==> config.mk <==
export PLATFORM = sky130hd
export DESIGN_NAME = flag_cond_stack_flat
export DESIGN_NICKNAME = d
export VERILOG_FILES = /design/src/rtl/flag_cond_stack_if.sv /design/src/rtl/flag_cond_stack.sv /design/src/flat_wrapper.sv
export SDC_FILE = /design/constraint.sdc
export NUM_CORES = 1
export LEC_CHECK = 0
export ABC_AREA = 1
export CAP_MARGIN = 30
export CORE_AREA = 3 3 40 42
export DETAILED_ROUTE_END_ITERATION = 10
export DIE_AREA = 0 0 43 45
export GPL_ROUTABILITY_DRIVEN = 0
export PLACE_DENSITY_LB_ADDON = 0.1
export SLEW_MARGIN = 20
export SYNTH_ARGS = -nofsm -noshare
export SYNTH_HDL_FRONTEND = slang
export SYNTH_SLANG_ARGS = --single-unit
==> constraint.sdc <==
create_clock -name clock -period 1.5 [get_ports clock]
set_input_delay 0.3 -clock clock [delete_from_list [all_inputs] [get_ports clock]]
set_output_delay 0.3 -clock clock [all_outputs]
set_load 0.01 [all_outputs]
==> src/rtl/flag_cond_stack_if.sv <==
// flag_cond_stack_if: flag inputs, evaluation/stack requests and results of flag_cond_stack.
interface flag_cond_stack_if;
  logic NEG, ZER, CAR, OVERF, MODE;
  logic [3:0] cond;
  logic cond_valid, push, pop, err_clr;
  logic take, take_valid;
  logic [4:0] restore_flags;
  logic restore_valid;
  logic [3:0] depth;
  logic ovf_err, unf_err;
  modport master (
    output NEG, ZER, CAR, OVERF, MODE, cond, cond_valid, push, pop, err_clr,
    input  take, take_valid, restore_flags, restore_valid, depth, ovf_err, unf_err
  );
  modport slave (
    input  NEG, ZER, CAR, OVERF, MODE, cond, cond_valid, push, pop, err_clr,
    output take, take_valid, restore_flags, restore_valid, depth, ovf_err, unf_err
  );
endinterface

==> src/rtl/flag_cond_stack.sv <==
// flag_cond_stack: registered condition-code evaluator plus a flag-context stack built only when FLAG_STACK_EN is defined.
module flag_cond_stack #(
  parameter int DEPTH = 4
) (
  input logic clock,
  input logic reset,
  flag_cond_stack_if.slave bus
);
  logic take_q, take_d, take_valid_q, nv;
  logic [15:0] hit;
  always_comb begin
    nv = bus.NEG ^ bus.OVERF;
    hit = {1'b0, 1'b1, bus.ZER | nv, !bus.ZER & !nv, nv, !nv, !bus.CAR | bus.ZER, bus.CAR & !bus.ZER,
           !bus.OVERF, bus.OVERF, !bus.NEG, bus.NEG, !bus.CAR, bus.CAR, !bus.ZER, bus.ZER};
    take_d = bus.cond_valid ? hit[bus.cond] : take_q;
  end
  always_ff @(posedge clock or posedge reset)
    if (reset) begin
      take_q <= 1'b0;
      take_valid_q <= 1'b0;
    end else begin
      take_q <= take_d;
      take_valid_q <= bus.cond_valid;
    end
  assign bus.take = take_q;
  assign bus.take_valid = take_valid_q;
`ifdef FLAG_STACK_EN
  localparam int AW = (DEPTH > 1) ? $clog2(DEPTH) : 1;
  logic [4:0] stk_q [DEPTH];
  logic [4:0] live, restore_q, restore_d;
  logic [3:0] depth_q, depth_d;
  logic restore_valid_q, ovf_q, ovf_d, unf_q, unf_d, do_pop, do_push, empty, full;
  logic [AW-1:0] top, wr;
  always_comb begin
    live = {bus.NEG, bus.ZER, bus.CAR, bus.OVERF, bus.MODE};
    empty = depth_q == 4'd0;
    full = depth_q == 4'(DEPTH);
    do_pop = bus.pop & !empty;
    // a pop in the same cycle frees the top slot, so push+pop on a full stack is a swap
    do_push = bus.push & (!full | do_pop);
    top = AW'(depth_q - 4'd1);
    wr = do_pop ? top : AW'(depth_q);
    restore_d = do_pop ? stk_q[top] : restore_q;
    depth_d = depth_q + {3'd0, do_push & !do_pop} - {3'd0, do_pop & !do_push};
    ovf_d = (bus.push & full & !bus.pop) | (ovf_q & !bus.err_clr);
    unf_d = (bus.pop & empty) | (unf_q & !bus.err_clr);
  end
  always_ff @(posedge clock or posedge reset)
    if (reset) begin
      for (int i = 0; i < DEPTH; i++) stk_q[i] <= '0;
      restore_q <= '0;
      restore_valid_q <= 1'b0;
      depth_q <= '0;
      ovf_q <= 1'b0;
      unf_q <= 1'b0;
    end else begin
      if (do_push) stk_q[wr] <= live;
      restore_q <= restore_d;
      restore_valid_q <= do_pop;
      depth_q <= depth_d;
      ovf_q <= ovf_d;
      unf_q <= unf_d;
    end
  assign bus.restore_flags = restore_q;
  assign bus.restore_valid = restore_valid_q;
  assign bus.depth = depth_q;
  assign bus.ovf_err = ovf_q;
  assign bus.unf_err = unf_q;
`else
  logic unused_ok;
  assign unused_ok = ^{bus.push, bus.pop, bus.err_clr, bus.MODE};
  assign bus.restore_flags = '0;
  assign bus.restore_valid = 1'b0;
  assign bus.depth = '0;
  assign bus.ovf_err = 1'b0;
  assign bus.unf_err = 1'b0;
`endif
endmodule
==> src/flat_wrapper.sv <==
// flat-port wrapper written by rule: the top's interface ports become plain ports
module flag_cond_stack_flat 
#(
  parameter int DEPTH = 4
)
  (clock, reset, bus_NEG, bus_ZER, bus_CAR, bus_OVERF, bus_MODE, bus_cond, bus_cond_valid, bus_push, bus_pop, bus_err_clr, bus_take, bus_take_valid, bus_restore_flags, bus_restore_valid, bus_depth, bus_ovf_err, bus_unf_err);
  flag_cond_stack_if bus_i ();
  input logic clock;
  input logic reset;
  input wire logic [$bits(bus_i.NEG)-1:0] bus_NEG;
  input wire logic [$bits(bus_i.ZER)-1:0] bus_ZER;
  input wire logic [$bits(bus_i.CAR)-1:0] bus_CAR;
  input wire logic [$bits(bus_i.OVERF)-1:0] bus_OVERF;
  input wire logic [$bits(bus_i.MODE)-1:0] bus_MODE;
  input wire logic [$bits(bus_i.cond)-1:0] bus_cond;
  input wire logic [$bits(bus_i.cond_valid)-1:0] bus_cond_valid;
  input wire logic [$bits(bus_i.push)-1:0] bus_push;
  input wire logic [$bits(bus_i.pop)-1:0] bus_pop;
  input wire logic [$bits(bus_i.err_clr)-1:0] bus_err_clr;
  output wire logic [$bits(bus_i.take)-1:0] bus_take;
  output wire logic [$bits(bus_i.take_valid)-1:0] bus_take_valid;
  output wire logic [$bits(bus_i.restore_flags)-1:0] bus_restore_flags;
  output wire logic [$bits(bus_i.restore_valid)-1:0] bus_restore_valid;
  output wire logic [$bits(bus_i.depth)-1:0] bus_depth;
  output wire logic [$bits(bus_i.ovf_err)-1:0] bus_ovf_err;
  output wire logic [$bits(bus_i.unf_err)-1:0] bus_unf_err;
  assign bus_i.NEG = bus_NEG;
  assign bus_i.ZER = bus_ZER;
  assign bus_i.CAR = bus_CAR;
  assign bus_i.OVERF = bus_OVERF;
  assign bus_i.MODE = bus_MODE;
  assign bus_i.cond = bus_cond;
  assign bus_i.cond_valid = bus_cond_valid;
  assign bus_i.push = bus_push;
  assign bus_i.pop = bus_pop;
  assign bus_i.err_clr = bus_err_clr;
  assign bus_take = bus_i.take;
  assign bus_take_valid = bus_i.take_valid;
  assign bus_restore_flags = bus_i.restore_flags;
  assign bus_restore_valid = bus_i.restore_valid;
  assign bus_depth = bus_i.depth;
  assign bus_ovf_err = bus_i.ovf_err;
  assign bus_unf_err = bus_i.unf_err;
  flag_cond_stack #(.DEPTH(DEPTH)) u_core (.clock(clock), .reset(reset), .bus(bus_i));
endmodule
Word-level counts from Yosys, hierarchy flattened:

Cells that the tools add are included.
W data, S select, Z words.

* bits in registers: 2
* logic and storage cells: 15
* output and inout bits: 14
* input port bits: 15

* bitwise gates (word level): 5
* multiplexer cells: 2
* reduce and logical (&&, ||, !) cells: 5
* magnitude comparators: 1

Operators by type and width (number)
* $logic_not A1 Y1: 5
* $lt A4 B5 Y1 const B: 1
* $bmux W1 S4: 1
* $and A1 B1 Y1: 2
* $or A1 B1 Y1: 2
* $mux W1: 1
* $xor A1 B1 Y1: 1

Logic depth before layout (Yosys ltp):

Gate-level depths: netlist (run 1).

* word-level depth: 5
* gate-level depth with buffers: 9
* mapped depth without buffers: 9

Worst setup path after synthesis (run 1):

Ideal clock, no wire load.

* path type: input to register
* from: in bus_cond[2]
* to: reg u_core.take_q, in the netlist u_core.bus.take
* arrival time: 0.753 ns
* library setup time: 0.117 ns
* data required time: 1.383 ns
* stages on the path: 8
* buffers on the path: 0
* path slack: 0.629 ns
* path through: inv_1 nand2_1 nor2_1 nor2_1 nand2_1 nand3_1 nand3_1 nand2_1

* cells in the longest elaborated chain, start to end: 2

RTL lines
* start, declared: line flat_wrapper.sv:15 `input wire logic [$bits(bus_i.cond)-1:0] bus_cond;`
* $bmux W1 S4: line flag_cond_stack.sv:15 `take_d = bus.cond_valid ? hit[bus.cond] : take_q;`
* $mux W1 (implied by the code): line flag_cond_stack.sv:15
* end signal, assigned: line flag_cond_stack.sv:22 `take_q <= take_d;`
* end, declared: line flag_cond_stack.sv:9 `logic take_q, take_d, take_valid_q, nv;`

No other way between the ends. The select of a mux whose other input is x is not followed.
A chain may end at the register's enable or synchronous reset.

Worst setup path after layout (run 1):

* from: reg u_core.take_q, in the netlist u_core.bus.take
* to: out bus_take

RTL lines
* end, declared: line flat_wrapper.sv:20 `output wire logic [$bits(bus_i.take)-1:0] bus_take;`

No word-level cell between the ends.

==> results of run 1 <==
## area by class of cell
class	count	area (um^2)
multi-input cells	37	153
well taps	15	18.8
clock buffers	3	22.5
fillers	162	887
inverters	7	26.3
repair buffers	13	128
flip-flops and latches	2	50.0
## through the flow
stage	worst slack [ns]	util [%]	std cells
2_1_floorplan	0.629	-	58
3_5_place_dp	0.00884	29.2	74
6_report	0.106	31.0	77
4_1_cts	0.0989	31.0	77
5_1_grt	0.0497	31.0	77
3_3_place_gp	-0.0141	29.2	74
## power groups by stage
stage                     clock [mW]  sequential (mW)  combinational, mW
after floorplan                    0           0.0647             0.0641
after global placement             0           0.0623             0.0905
after detailed placement           0           0.0624             0.0904
after CTS                      0.118           0.0618             0.0909
after global routing           0.135           0.0625              0.101
final                          0.114           0.0619             0.0903
## cell families after synthesis
logic type             count (synthesis)  share of synthesized area, %
and+or+nand+nor                       25                          38.7
buffers and inverters                 19                          41.9
DFF                                    2                          18.0
other                                  1                          1.35
## routing by layer
layer | up-vias | share of wire (%)
li1 | 144 | -
met1 | 109 | 39
met2 | 14 | 48
met3 | 0 | 13
met4 | 0 | 0
met5 | - | 0
## path summary, 6_finish.rpt
| kind | to | start | slack [ns] |
|---|---|---|---|
| max in group asynchronous | u_core.bus.take_valid$_DFF_PP0_ | reset | 1.15 |
| max reg2reg | u_core.bus.take$_DFFE_PP0P_ | u_core.bus.take$_DFFE_PP0P_ | 0.90 |
| min | u_core.bus.take$_DFFE_PP0P_ | reset | 0.24 |
| min in group clock | u_core.bus.take$_DFFE_PP0P_ | u_core.bus.take$_DFFE_PP0P_ | 0.49 |
| min reg2reg | u_core.bus.take$_DFFE_PP0P_ | u_core.bus.take$_DFFE_PP0P_ | 0.49 |
| max | bus_take | u_core.bus.take$_DFFE_PP0P_ | 0.11 |
## Yosys cell counts
library cell	n	area share (%)
sky130_fd_sc_hd__buf_4	12	32
sky130_fd_sc_hd__conb_1	1	1.4
sky130_fd_sc_hd__dfrtp_1	2	18
sky130_fd_sc_hd__inv_1	6	8.1
sky130_fd_sc_hd__inv_2	1	1.4
sky130_fd_sc_hd__nand2_1	15	20
sky130_fd_sc_hd__nand2_2	1	2.3
sky130_fd_sc_hd__nand3_1	4	7.2
sky130_fd_sc_hd__nand3_2	1	3.6
sky130_fd_sc_hd__nor2_1	4	5.4
## flip-flops by register name (all words and copies together) (netlist names)
name                   count
u_core.bus.take            1
u_core.bus.take_valid      1
==> metrics.csv, run 1 <==
stage,metric,value,unit
route,detailed-route wire length,538,um
synth,Mapped Cells,47,
die,Die Area,0.00194,mm^2
die,top-level port count,29,
route,first-iteration detailed-routing DRC count,2,
critical_path,launching element type of the critical path,register,
route,number of vias after detailed routing,267,
place,Post-DP Area,375,um^2
job,reported max-cap violation count,0,
layout,Antenna diodes,0,
power_and_ir_drop,portion of total power attributed to sequential cells,23.3,%
global_route,antenna violations before repair,0,
power_and_ir_drop,fraction of power consumed by the clock network,42.8,%
critical_path,number of cells on the critical path,1,
layout,most frequent cells in the layout,"sky130_fd_sc_hd__nand2_1, sky130_fd_sc_hd__conb_1, sky130_fd_sc_hd__clkdlybuf4s50_1",
power_and_ir_drop,LEAKAGE,0.229,nW
layout,Post-layout nets,79,
critical_path,Setup Crit Path Kind,reg2out,
critical_path,WP data required,1.20,ns
global_route,all-layer global routing usage,5.66,%
global_route,number of global-route vias before repair,229,
die,initial core utilization,21.6,%
global_route,global-route layer with the greatest usage,met2,
clocking,post-cts gate resize count,0,
global_route,wire length of the first global-routing pass,793,um
power_and_ir_drop,Peak supply drop,0.104,mV
die,FP Rows,13,
critical_path,crit path DAT,1.09,ns
power_and_ir_drop,logic gate share of total power,34.0,%
die,height of the die,45,um
power_and_ir_drop,internal power,0.193,mW
route,remaining antenna violation count after routing,0,
critical_path,list of cells traversed by the critical path,clkdlybuf4s50_1,
timing,setup TNS,0,ns
place,HPWL after detailed placement,450,um
critical_path,largest fanout of any net on the critical path,2,
outcome,outcome,completed,
route,vias per std cell,3.47,
clocking,Clock H-tree levels,1,
clocking,maximum root-to-sink buffer count,2,
power_and_ir_drop,switching part of the total power,27.5,%
synth,number of unique standard cell types used by synthesis,10,
synth,number of warnings printed during yosys synthesis,0,
synth,post-synthesis average cell area,5.91,um^2
critical_path,crit path buf inv count,1,
critical_path,largest stage delay on the critical path,0.53,ns
clocking,CTS tree,done,
layout,layout cells sized above 1,11.3,%
layout,most common library cell in the layout ignoring fill and taps,sky130_fd_sc_hd__nand2_1,
timing,Final Skew,0,ns
clocking,number of setup buffers added after CTS,0,
route,remaining routing DRC violations,0,
timing,final count of negative-setup-slack endpoints,0,
synth,post-synth design cell area,278,um^2
global_route,maximum number of pins on one net before global-route repair,5,
clocking,root buffer cell,sky130_fd_sc_hd__clkbuf_4,
timing,final critical-path required period,1.39,ns
die,area inside the core boundary,0.00128,mm^2
timing,maximum operating frequency,0.717,GHz
timing,hold slack final,0.243,ns
route,number of iterations in the first detailed-routing pass,2,
clocking,number of buffers added by the clock tree synthesis step,3,
hold_path,Hold WC Path Type,in2async,
clocking,clock-pin slew on the worst setup and hold paths,0.03,ns
global_route,grt met1 use,6.02,%
timing,setup repair after global routing missed its margin,false,
timing,number of max-slew violations in the final report,0,
power_and_ir_drop,Power Total,0.266,mW
critical_path,library cell contributing the largest single delay on the critical path,sky130_fd_sc_hd__clkdlybuf4s50_1,
place,count of buffers inserted at the top-level ports,12,
power_and_ir_drop,power dissipated by switching net loads,0.0731,mW
clocking,number of hold buffers added after cts,0,
route,wire per inst,6.99,um
global_route,total congestion overflow,0,
critical_path,CP endpoint kind,primary output,
clocking,clock latency at the later pin of the worst-skew pair,0.22,ns
global_route,GR Layer Usage met3,2.39,%
layout,signed area change from the synthesized netlist to the final layout,43.2,%
critical_path,Crit path max-delay family,buffers and inverters,
clocking,sinks on the clock net,2,
layout,post-route cell area,398,um^2
timing,share of the clock period used by the worst path,92.9,%
die,Horiz. Die Dim,43,um
timing,final number of hold-violating endpoints,0,
synth,synthesized flop and latch total,2,
critical_path,cells on worst reg2reg path,2,
synth,sequential element share of the synthesized area,18.0,%
global_route,global-route track usage on met2,8.38,%
power_and_ir_drop,power density of the placed cells,668,mW/mm^2
Note: power is estimated with default switching activity, not from simulation.
==> inputs of run 2 (changes only) <==
Settings changed: CORE_AREA 3 3 40 42 to 2 2 39 41, DIE_AREA 0 0 43 45 to 0 0 41 43, SETUP_SLACK_MARGIN set to 0.2.
Clock period 1.5 ns to 1.2 ns, I/O delays scaled along.
==> run 2 against run 1 <==
Worst setup slack better by 0.15 ns. Clock skew unchanged. Utilization decreased by 3.5 points. Sequential share of layout area is 0.58 points higher. Die area shrank 8.9%. Flip-flop and latch count is the same. Critical endpoint unchanged. First-iteration DRC count unchanged. Wire length down 7.8%. Highest routed layer unchanged. Cell count is 1.3% higher.
==> metrics.csv, run 2 (synthesis gave the netlist of run 1 again) <==
stage,metric,value,unit,change
global_route,all-layer global routing usage,7.50,%,+1.8 points
layout,final instance count without filler cells,78,,+1.3%
power_and_ir_drop,portion of total power attributed to sequential cells,23.9,%,+0.6 points
place,HPWL after detailed placement,408,um,-9.5%
place,"worst slack, placed",-0.273,ns,-0.282 ns
layout,layout cells sized above 1,22.6,%,+11 points
job,reported max-cap violation count,0,,unchanged
clocking,number of hold buffers added after cts,0,,unchanged
clocking,sinks on the clock net,2,,unchanged
timing,final critical-path required period,0.949,ns,
global_route,total congestion overflow,0,,unchanged
route,first-iteration detailed-routing DRC count,2,,unchanged
critical_path,Crit path max-delay family,flip-flops,,
timing,setup slack after layout,0.251,ns,+0.145 ns
route,vias per std cell,3.47,,+0.20%
global_route,maximum number of pins on one net before global-route repair,5,,unchanged
clocking,clock latency at the later pin of the worst-skew pair,0.21,ns,about the same
die,height of the die,43,um,-4.4%
power_and_ir_drop,fraction of power consumed by the clock network,43.6,%,+0.8 points
die,area inside the core boundary,0.00138,mm^2,+7.7%
place,count of buffers inserted at the top-level ports,12,,unchanged
power_and_ir_drop,power density of the placed cells,840,mW/mm^2,+26%
die,initial core utilization,20.1,%,-1.5 points
power_and_ir_drop,LEAKAGE,0.238,nW,+4.0%
timing,Final Skew,0,ns,unchanged
critical_path,Critical R2R Capture,u_core.bus.take$_DFFE_PP0P_,,
critical_path,crit path buf inv count,1,,unchanged
layout,Post-layout nets,79,,unchanged
critical_path,R2R Path Start,u_core.bus.take$_DFFE_PP0P_,,
global_route,number of global-route vias before repair,252,,+10%
route,number of vias after detailed routing,271,,+1.5%
place,Post-DP Area,369,um^2,-1.7%
critical_path,list of cells traversed by the critical path,buf_2,,
critical_path,slack of the worst reg-to-reg path,0.50,ns,-0.40 ns
critical_path,crit path DAT,0.71,ns,-0.38 ns
critical_path,largest stage delay on the critical path,0.36,ns,-0.17 ns
critical_path,launching element type of the critical path,register,,
route,remaining antenna violation count after routing,0,,unchanged
clocking,number of buffers added by the clock tree synthesis step,3,,unchanged
die,Horiz. Die Dim,41,um,-4.7%
power_and_ir_drop,logic gate share of total power,32.5,%,-1.5 points
layout,post-route cell area,380,um^2,-4.4%
timing,final number of hold-violating endpoints,0,,unchanged
power_and_ir_drop,Peak supply drop,0.156,mV,+50%
route,detailed-route wire length,496,um,-7.8%
critical_path,Setup Crit Path Kind,reg2out,,
die,Die Area,0.00176,mm^2,-8.9%
route,number of iterations in the first detailed-routing pass,2,,unchanged
route,wire per inst,6.36,um,-9.0%
clocking,root buffer cell,sky130_fd_sc_hd__clkbuf_4,,
layout,Antenna diodes,0,,unchanged
critical_path,WP data required,0.96,ns,-0.24 ns
layout,layout filler cell count,173,,+6.8%
timing,final count of negative-setup-slack endpoints,0,,unchanged
clocking,CTS tree,done,,
die,top-level port count,29,,unchanged
global_route,antenna violations before repair,0,,unchanged
critical_path,cells on worst reg2reg path,3,,+1
layout,most common library cell in the layout ignoring fill and taps,sky130_fd_sc_hd__nand2_1,,
global_route,wire length of the first global-routing pass,883,um,+11%
power_and_ir_drop,internal power,0.229,mW,+19%
die,FP Rows,14,,+1
power_and_ir_drop,power dissipated by switching net loads,0.0906,mW,+24%
layout,most frequent cells in the layout,"sky130_fd_sc_hd__nand2_1, sky130_fd_sc_hd__conb_1, sky130_fd_sc_hd__inv_1, sky130_fd_sc_hd__dlygate4sd2_1",,
critical_path,CP endpoint kind,primary output,,
timing,setup repair after global routing missed its margin,false,,
timing,maximum operating frequency,1.05,GHz,
critical_path,largest fanout of any net on the critical path,2,,unchanged
clocking,clock-pin slew on the worst setup and hold paths,0.03,ns,about the same
timing,share of the clock period used by the worst path,79.1,%,
critical_path,library cell contributing the largest single delay on the critical path,sky130_fd_sc_hd__dfrtp_1,,
layout,signed area change from the synthesized netlist to the final layout,36.9,%,
clocking,Clock H-tree levels,1,,unchanged
outcome,outcome,completed,,
hold_path,Hold WC Path Type,in2async,,
power_and_ir_drop,switching part of the total power,28.3,%,+0.83 points
route,remaining routing DRC violations,0,,unchanged
timing,number of max-slew violations in the final report,0,,unchanged
place,number of cells after detailed placement,74,,unchanged
clocking,maximum root-to-sink buffer count,2,,unchanged
==> run 2: final cells by class <==
| class | instances | area (um^2) | share of cell area [%] |
|---|---|---|---|
| multi-input combinational | 37 | 160 | 42.1 |
| timing repair buffer | 13 | 101 | 26.6 |
| sequential | 2 | 50.0 | 13.2 |
| inverter | 7 | 26.3 | 6.91 |
| clock buffer | 3 | 22.5 | 5.92 |
| tap | 16 | 20.0 | 5.26 |
==> run 2: how the worst max path moves through the flow <==
stage	startpoint	end	slack [ns]	depth (start not counted)
after global placement	bus_cond[1]	u_core.bus.take$_DFFE_PP0P_	-0.26	10
after CTS	u_core.bus.take$_DFFE_PP0P_	bus_take	0.14	1
final	u_core.bus.take$_DFFE_PP0P_	bus_take	0.25	1
after global routing	u_core.bus.take$_DFFE_PP0P_	bus_take	0.21	1
after detailed placement	bus_cond[1]	u_core.bus.take$_DFFE_PP0P_	-0.27	10
after floorplan	bus_cond[2]	u_core.bus.take$_DFFE_PP0P_	0.39	8
==> run 2: stage by stage <==
step	setup TNS (ns)	power (mW)	hold WS, ns	util [%]
finish	0	0.320	0.179	27.5
global route	0	0.364	0.171	27.5
CTS	0	0.325	0.177	27.8
detailed placement	-0.273	0.188	0.400	26.7
global placement	-0.257	0.189	0.403	26.7
floorplan	0	0.161	-0.0188	-
==> run 2: layer usage <==
metal / track usage (%) / share of wire (%)
met1: 8.57 / 39
met2: 10.3 / 52
met3: 3.14 / 8.3
met4: 6.00 / 0
met5: 0 / 0
==> run 2: repair_timing <==
item	in CTS	in global routing
cloned	0	0
endpoints found under the setup margin	3	2
resized for setup	15	7
setup buffers	0	1
pin swaps	4	0
==> run 2: power by group through the flow <==
stage | Clock [mW] | Combinational, mW | Sequential [mW]
after global routing | 0.166 | 0.121 | 0.0769
after global placement | 0 | 0.111 | 0.0778
after CTS | 0.147 | 0.101 | 0.0770
after floorplan | 0 | 0.0802 | 0.0809
final | 0.139 | 0.104 | 0.0764
after detailed placement | 0 | 0.111 | 0.0777
